<file path="src/rtl/hazard_ctrl_idex.sv">
// ============================================================================
// Module      : hazard_ctrl_idex
// Description : Load-use / branch-flush / memory-busy hazard controller for
//               the ID/EX boundary. Optional perf counters are enabled by the
//               HAZARD_PERF_CNT_EN macro.
// Revision    : 1.0 - initial release
// ============================================================================
`timescale 1ns/1ps
`default_nettype none

module hazard_ctrl_idex #(
    parameter int LOAD_STALL_CYCLES = 1
) (
    input  logic        clk,
    input  logic        rst,
    input  logic        idex_mem_read,
    input  logic [2:0]  idex_rt,
    input  logic [2:0]  ifid_rs,
    input  logic [2:0]  ifid_rt,
    input  logic        ifid_uses_rs,
    input  logic        ifid_uses_rt,
    input  logic        ex_branch_taken,
    input  logic        mem_busy,
    output logic        pc_write,
    output logic        ifid_write,
    output logic        idex_write,
    output logic        ifid_flush,
    output logic        idex_bubble,
    output logic [15:0] stall_cnt,
    output logic [15:0] flush_cnt
);

    localparam logic [0:0] S_RUN   = 1'b0;
    localparam logic [0:0] S_STALL = 1'b1;

    localparam logic       c_MULTI_STALL = (LOAD_STALL_CYCLES > 1);
    localparam logic [1:0] c_REM_INIT    = (LOAD_STALL_CYCLES > 1) ?
                                           2'(LOAD_STALL_CYCLES - 2) : 2'd0;

    logic [0:0] r_state;
    logic [1:0] r_rem;
    logic       w_hit;
    logic       w_stallCyc;

    // r0 is hardwired zero, so a load targeting it never creates a dependency
    assign w_hit = idex_mem_read && (idex_rt != 3'd0) &&
                   ((ifid_uses_rs && (ifid_rs == idex_rt)) ||
                    (ifid_uses_rt && (ifid_rt == idex_rt)));

    assign w_stallCyc = (r_state == S_STALL) || w_hit;

    always_comb begin
        pc_write    = 1'b0;
        ifid_write  = 1'b0;
        idex_write  = 1'b0;
        ifid_flush  = 1'b0;
        idex_bubble = 1'b0;
        if (rst) begin
            ifid_flush  = 1'b1;
            idex_bubble = 1'b1;
        end else if (mem_busy) begin
            pc_write = 1'b0;
        end else if (ex_branch_taken) begin
            pc_write    = 1'b1;
            ifid_write  = 1'b1;
            idex_write  = 1'b1;
            ifid_flush  = 1'b1;
            idex_bubble = 1'b1;
        end else if (w_stallCyc) begin
            idex_write  = 1'b1;
            idex_bubble = 1'b1;
        end else begin
            pc_write   = 1'b1;
            ifid_write = 1'b1;
            idex_write = 1'b1;
        end
    end

    always_ff @(posedge clk) begin
        if (rst) begin
            r_state <= S_RUN;
            r_rem   <= 2'd0;
        end else if (!mem_busy) begin
            if (ex_branch_taken) begin
                r_state <= S_RUN;
                r_rem   <= 2'd0;
            end else if (r_state == S_STALL) begin
                if (r_rem != 2'd0) begin
                    r_rem <= r_rem - 2'd1;
                end else begin
                    r_state <= S_RUN;
                end
            end else if (w_hit && c_MULTI_STALL) begin
                // detection cycle already counts as the first stall cycle
                r_state <= S_STALL;
                r_rem   <= c_REM_INIT;
            end
        end
    end

`ifdef HAZARD_PERF_CNT_EN
    logic [15:0] r_stallCnt;
    logic [15:0] r_flushCnt;
    logic        w_stallEv;
    logic        w_flushEv;

    assign w_flushEv = !mem_busy && ex_branch_taken;
    assign w_stallEv = !mem_busy && !ex_branch_taken && w_stallCyc;

    always_ff @(posedge clk) begin
        if (rst) begin
            r_stallCnt <= 16'h0000;
            r_flushCnt <= 16'h0000;
        end else begin
            if (w_stallEv && (r_stallCnt != 16'hFFFF)) begin
                r_stallCnt <= r_stallCnt + 16'h0001;
            end
            if (w_flushEv && (r_flushCnt != 16'hFFFF)) begin
                r_flushCnt <= r_flushCnt + 16'h0001;
            end
        end
    end

    assign stall_cnt = r_stallCnt;
    assign flush_cnt = r_flushCnt;
`else
    assign stall_cnt = 16'h0000;
    assign flush_cnt = 16'h0000;
`endif

endmodule

`default_nettype wire

</file>
<file path="config.mk">
export PLATFORM = sky130hd
export DESIGN_NAME = hazard_ctrl_idex
export DESIGN_NICKNAME = d
export VERILOG_FILES = /design/src/rtl/hazard_ctrl_idex.sv
export SDC_FILE = /design/constraint.sdc
export NUM_CORES = 1
export LEC_CHECK = 0
export BUFFER_PORTS_ARGS = -buffer_cell sky130_fd_sc_hd__clkbuf_2
export CAP_MARGIN = 25
export CORE_MARGIN = 5
export CORE_UTILIZATION = 37
export DETAILED_ROUTE_END_ITERATION = 8
export PLACE_DENSITY = 0.83
export SLEW_MARGIN = 30
export SYNTH_ARGS = -nofsm -noshare
export SYNTH_HDL_FRONTEND = slang
export SYNTH_SLANG_ARGS = --single-unit
export TNS_END_PERCENT = 30
</file>
<file path="constraint.sdc">
create_clock -name clk -period 1.95 [get_ports clk]
set_input_delay 0.0975 -clock clk [delete_from_list [all_inputs] [get_ports clk]]
set_output_delay 0.0975 -clock clk [all_outputs]
set_load 0.05 [all_outputs]
</file>
Word-level counts from Yosys, hierarchy flattened
Index checks and enable logic that the tools add are counted.

Register bits after elaboration: 3. Bits of input ports: 16. Output and inout bits: 37. Word-level logic and storage cells: 36.

Add/sub/neg operators: 1. Equal/unequal tests: 2. Multiplexer cells: 19. Bitwise operators: 1. Reductions and logical operators: 11.

Operators with widths (count): $mux W1 (16); $eq A3 B3 Y1 (2); $mux W2 (3); $reduce_bool A2 Y1 (3); $logic_and A1 B1 Y1 (4); $reduce_and A3 Y1 (1); $reduce_bool A3 Y1 (1); $logic_or A1 B1 Y1 (2); $sub A2 B1 Y2 const B (1); $not A1 Y1 (1).

Depth between registers and ports, before layout
Word-level depth: 9. Gate-level depth with buffers: 6.

Worst setup path before layout
Ideal clock, no wire load.

Path type: input to output. Start: in mem_busy. End: out pc_write. Arrival: 2.027 ns. Path slack: -0.175 ns. Cell stages on the path: 4. Cells stage by stage: nor2_1 -> o21ai_0 -> nor2_1 -> buf_4.

Cells in the longest elaborated chain, start to end: 2.

RTL lines: from (decl) (RTL line 23) `input logic mem_busy,`; $mux W1 (2 in series); to (decl) (RTL line 24) `output logic pc_write,`.

No other way between the ends.

Final worst setup path
Start: in idex_rt[0]. End: out idex_bubble.

Cells in the longest elaborated chain, start to end: 9.

RTL lines: from (decl) (RTL line 17) `input logic [2:0] idex_rt,`; $eq A3 B3 Y1, on equally long branches (RTL line 47, 48); $logic_and A1 B1 Y1, on equally long branches (RTL line 47, 48); $logic_or A1 B1 Y1 (RTL line 47) `((ifid_uses_rs && (ifid_rs == idex_rt)) ||`; $logic_and A1 B1 Y1 * (RTL line 46) `assign w_hit = idex_mem_read && (idex_rt != 3'd0) &&`; $logic_or A1 B1 Y1 * (RTL line 50) `assign w_stallCyc = (r_state == S_STALL) || w_hit;`; $mux W1 * (RTL line 69) `end else if (w_stallCyc) begin`; $mux W1 * (RTL line 63) `end else if (ex_branch_taken) begin`; $mux W1 * (RTL line 61) `end else if (mem_busy) begin`; $mux W1 * (RTL line 58) `if (rst) begin`; to (decl) (RTL line 28) `output logic idex_bubble,`.

Mark *: on every way between the ends. The rest lies on a longest branch, timed or not.

==> qor.yml <==
status: "completed"
synthFlopType: "dfxtp_1"
synth.distinct_cells: 19
layout-drive-gt1-share_pct: 26.09
cts.reportedPaths.clkPinSlew_ps: 40
cts_tree: "done"
drv_cap: 0
start_kind: "input pin"
netlist_top_cells_area: "buf_4 48%, dfxtp_1 12%, xnor2_1 10%, nor2_1 4.3%, inv_1 2.9%"
fp.dieW_um: 47.42
rsz0062_at_grt: "no"
grt_max_degree: 8
crit_chain: "clkbuf_2 -> xnor2_1 -> nand4_1 -> a211o_1 -> nand3b_1 -> clkbuf_2"
final-max-slew-violation-count: 0
finalCritPeriodShare_pct: 66.03
grt_pass1_wl_um: 1290
gp_congestion: 0.7422
drtAntennaViolNets: 0
wl_per_cell_um: 8.963
die_y_um: 47.42
initial_core_util_pct: 39.32
synthCells: 70
yosysTopAreaCell: "buf_4"
cpMostUsedCell: "clkbuf_2"
ys_ff_latch: 3
crit_path_max_fanout: 3
fin_nets: 110
dr.pass1.iters: 2
crit_path_end_kind: "primary output"
io_pins: 53
htreeDepth: 1
synth_edf_count: 0
setup_viol: 0
routed_via_density: 3.869
clock_sinks: 3
fin_crit_ps: 1288
fp.dieArea_sq_um: 2248
post_cts_buffers: 0
clk_latency_ps: 230
hpwlAfterDp_um: 858.9
synth_top_cell_area_share_pct: 47.83
drc: 0
yosysMostFrequentCell: "buf_4"
core_sq_um: 1318
numPortBuffers: 20
hold_buffers: 0
clockRootBuffer: "clkbuf_4"
required_ps: 1850
clockBufferDepth: 2
vias: 414
grt_use_total_pct: 8.333
ir_drop_mv: 0.1844
worst_clock_skew_ps: 2.410
cp_slowest_stage_delay_ps: 320
p_leak_nw: 0.2835
setup_ws_ps: 662.5
synth_area_sq_um: 518.0
cts_resized: 0
critPathBufInv: 2
finalPower_w: 0.0003775
ys_top_cells_by_count: "33 x buf_4, 6 x nor2_1, 6 x xnor2_1"
grt_pass1_vias: 334
grt.overflow.total: 0
yosys_warnings: 0
seq_area_frac_synth_pct: 11.59
insertedDiodeCount: 0
syn_to_final_growth_pct: 3.140
async_flop_share_pct: 0
grt_antenna_before_repair: 0
pre_cts_ws_ps: 676.7
critical_path_class: "input pin to primary output"
syn_avg_cell_area_sq_um: 7.400
hold_class: "input pin to flop"
fin_tns_setup_ps: 0
wirelength_um: 959
power_density_nw_per_um2: 706.5
placementRows: 13
critPathTopFamily: "buffers and inverters"
drt-initial-drc-count: 1
fmax_ghz: 0.7767
crit_slowest_cell: "a211o_1"
arrival_ps: 1190
finalHoldViolCount: 0
numCtsBuffers: 3
-- cells by family (layout without fill, tap and decap cells) --
| group | Yosys count | in the layout | share of synthesized area [%] |
|---|---|---|---|
| xor gates and xnor gates | 6 | 6 | 10.14 |
| DFF | 3 | 3 | 11.59 |
| adders and majority gates | 1 | 1 | 2.415 |
| buffers and inverters | 37 | 28 | 50.72 |
| AOI/OAI and AO/OA | 8 | 8 | 9.905 |
| and+or+nand+nor | 14 | 14 | 14.49 |
| other | 1 | 32 | 0.7239 |
-- metrics by stage --
| stage | instances | util [%] | hold WS (ps) | instance area (sq um) |
|---|---|---|---|---|
| 2_1_floorplan | 101 | - | 169.9 | 636.9 |
| 3_3_place_gp | 103 | 38.56 | 337.8 | 508.0 |
| 3_5_place_dp | 103 | 38.56 | 345.5 | 508.0 |
| 4_1_cts | 107 | 40.55 | 98.84 | 534.3 |
| 5_1_grt | 107 | 40.55 | 142.0 | 534.3 |
| 6_report | 107 | 40.55 | 106.0 | 534.3 |
-- where the power goes --
part	total (W)	switching (W)	leakage, nW	internal [W]
Clock	0.000107	0.0000305	0.0150	0.0000766
Sequential	0.0000617	0	0.0241	0.0000617
Combinational	0.000209	0.000181	0.244	0.0000278
Total	0.000377	0.000211	0.284	0.000166
-- layout by cell type, fill, tap and decap left out, types with 3 or more instances in the layout --
master / count
nor2_1: 5
inv_1: 4
conb_1: 32
clkbuf_2: 20
xnor2_1: 6
clkbuf_4: 3
dfxtp_1: 3
-- registers in the layout, summed over array words and instances (netlist names) --
| name | count |
|---|---|
| r_rem | 2 |
| r_state | 1 |
-- area by class of cell --
type                            count  area [sq um]
Clock buffer                        4         26.28
Fill cell                         153         783.3
Inverter                            4         15.01
Multi-Input combinational cell     61         314.1
Sequential cell                     3         60.06
Tap cell                           15         18.77
Timing Repair Buffer               20         100.1
-- layer usage --
metal | part of all wire (%) | routed length (um) | vias up | track usage [%]
li1 | - | - | 208 | -
met5 | 0 | 0 | - | 0
met3 | 14 | 139 | 0 | 3.383
met4 | 0 | 0 | 0 | 4.972
met1 | 33 | 317 | 180 | 8.277
met2 | 52 | 502 | 26 | 14.44
-- worst paths after layout --
kind                                              end                   from  cells after the start  slack, ps
worst max-delay path                      idex_bubble             idex_rt[0]                      6        660
worst min-delay path             r_state$_SDFFE_PP0N_                    rst                      2        110
worst max register to register  r_rem[1]$_SDFFE_PP0P_  r_rem[0]$_SDFFE_PP0P_                      6        800
worst min register to register  r_rem[1]$_SDFFE_PP0P_  r_rem[1]$_SDFFE_PP0P_                      2        500
Power figures use the tool's default switching activity.
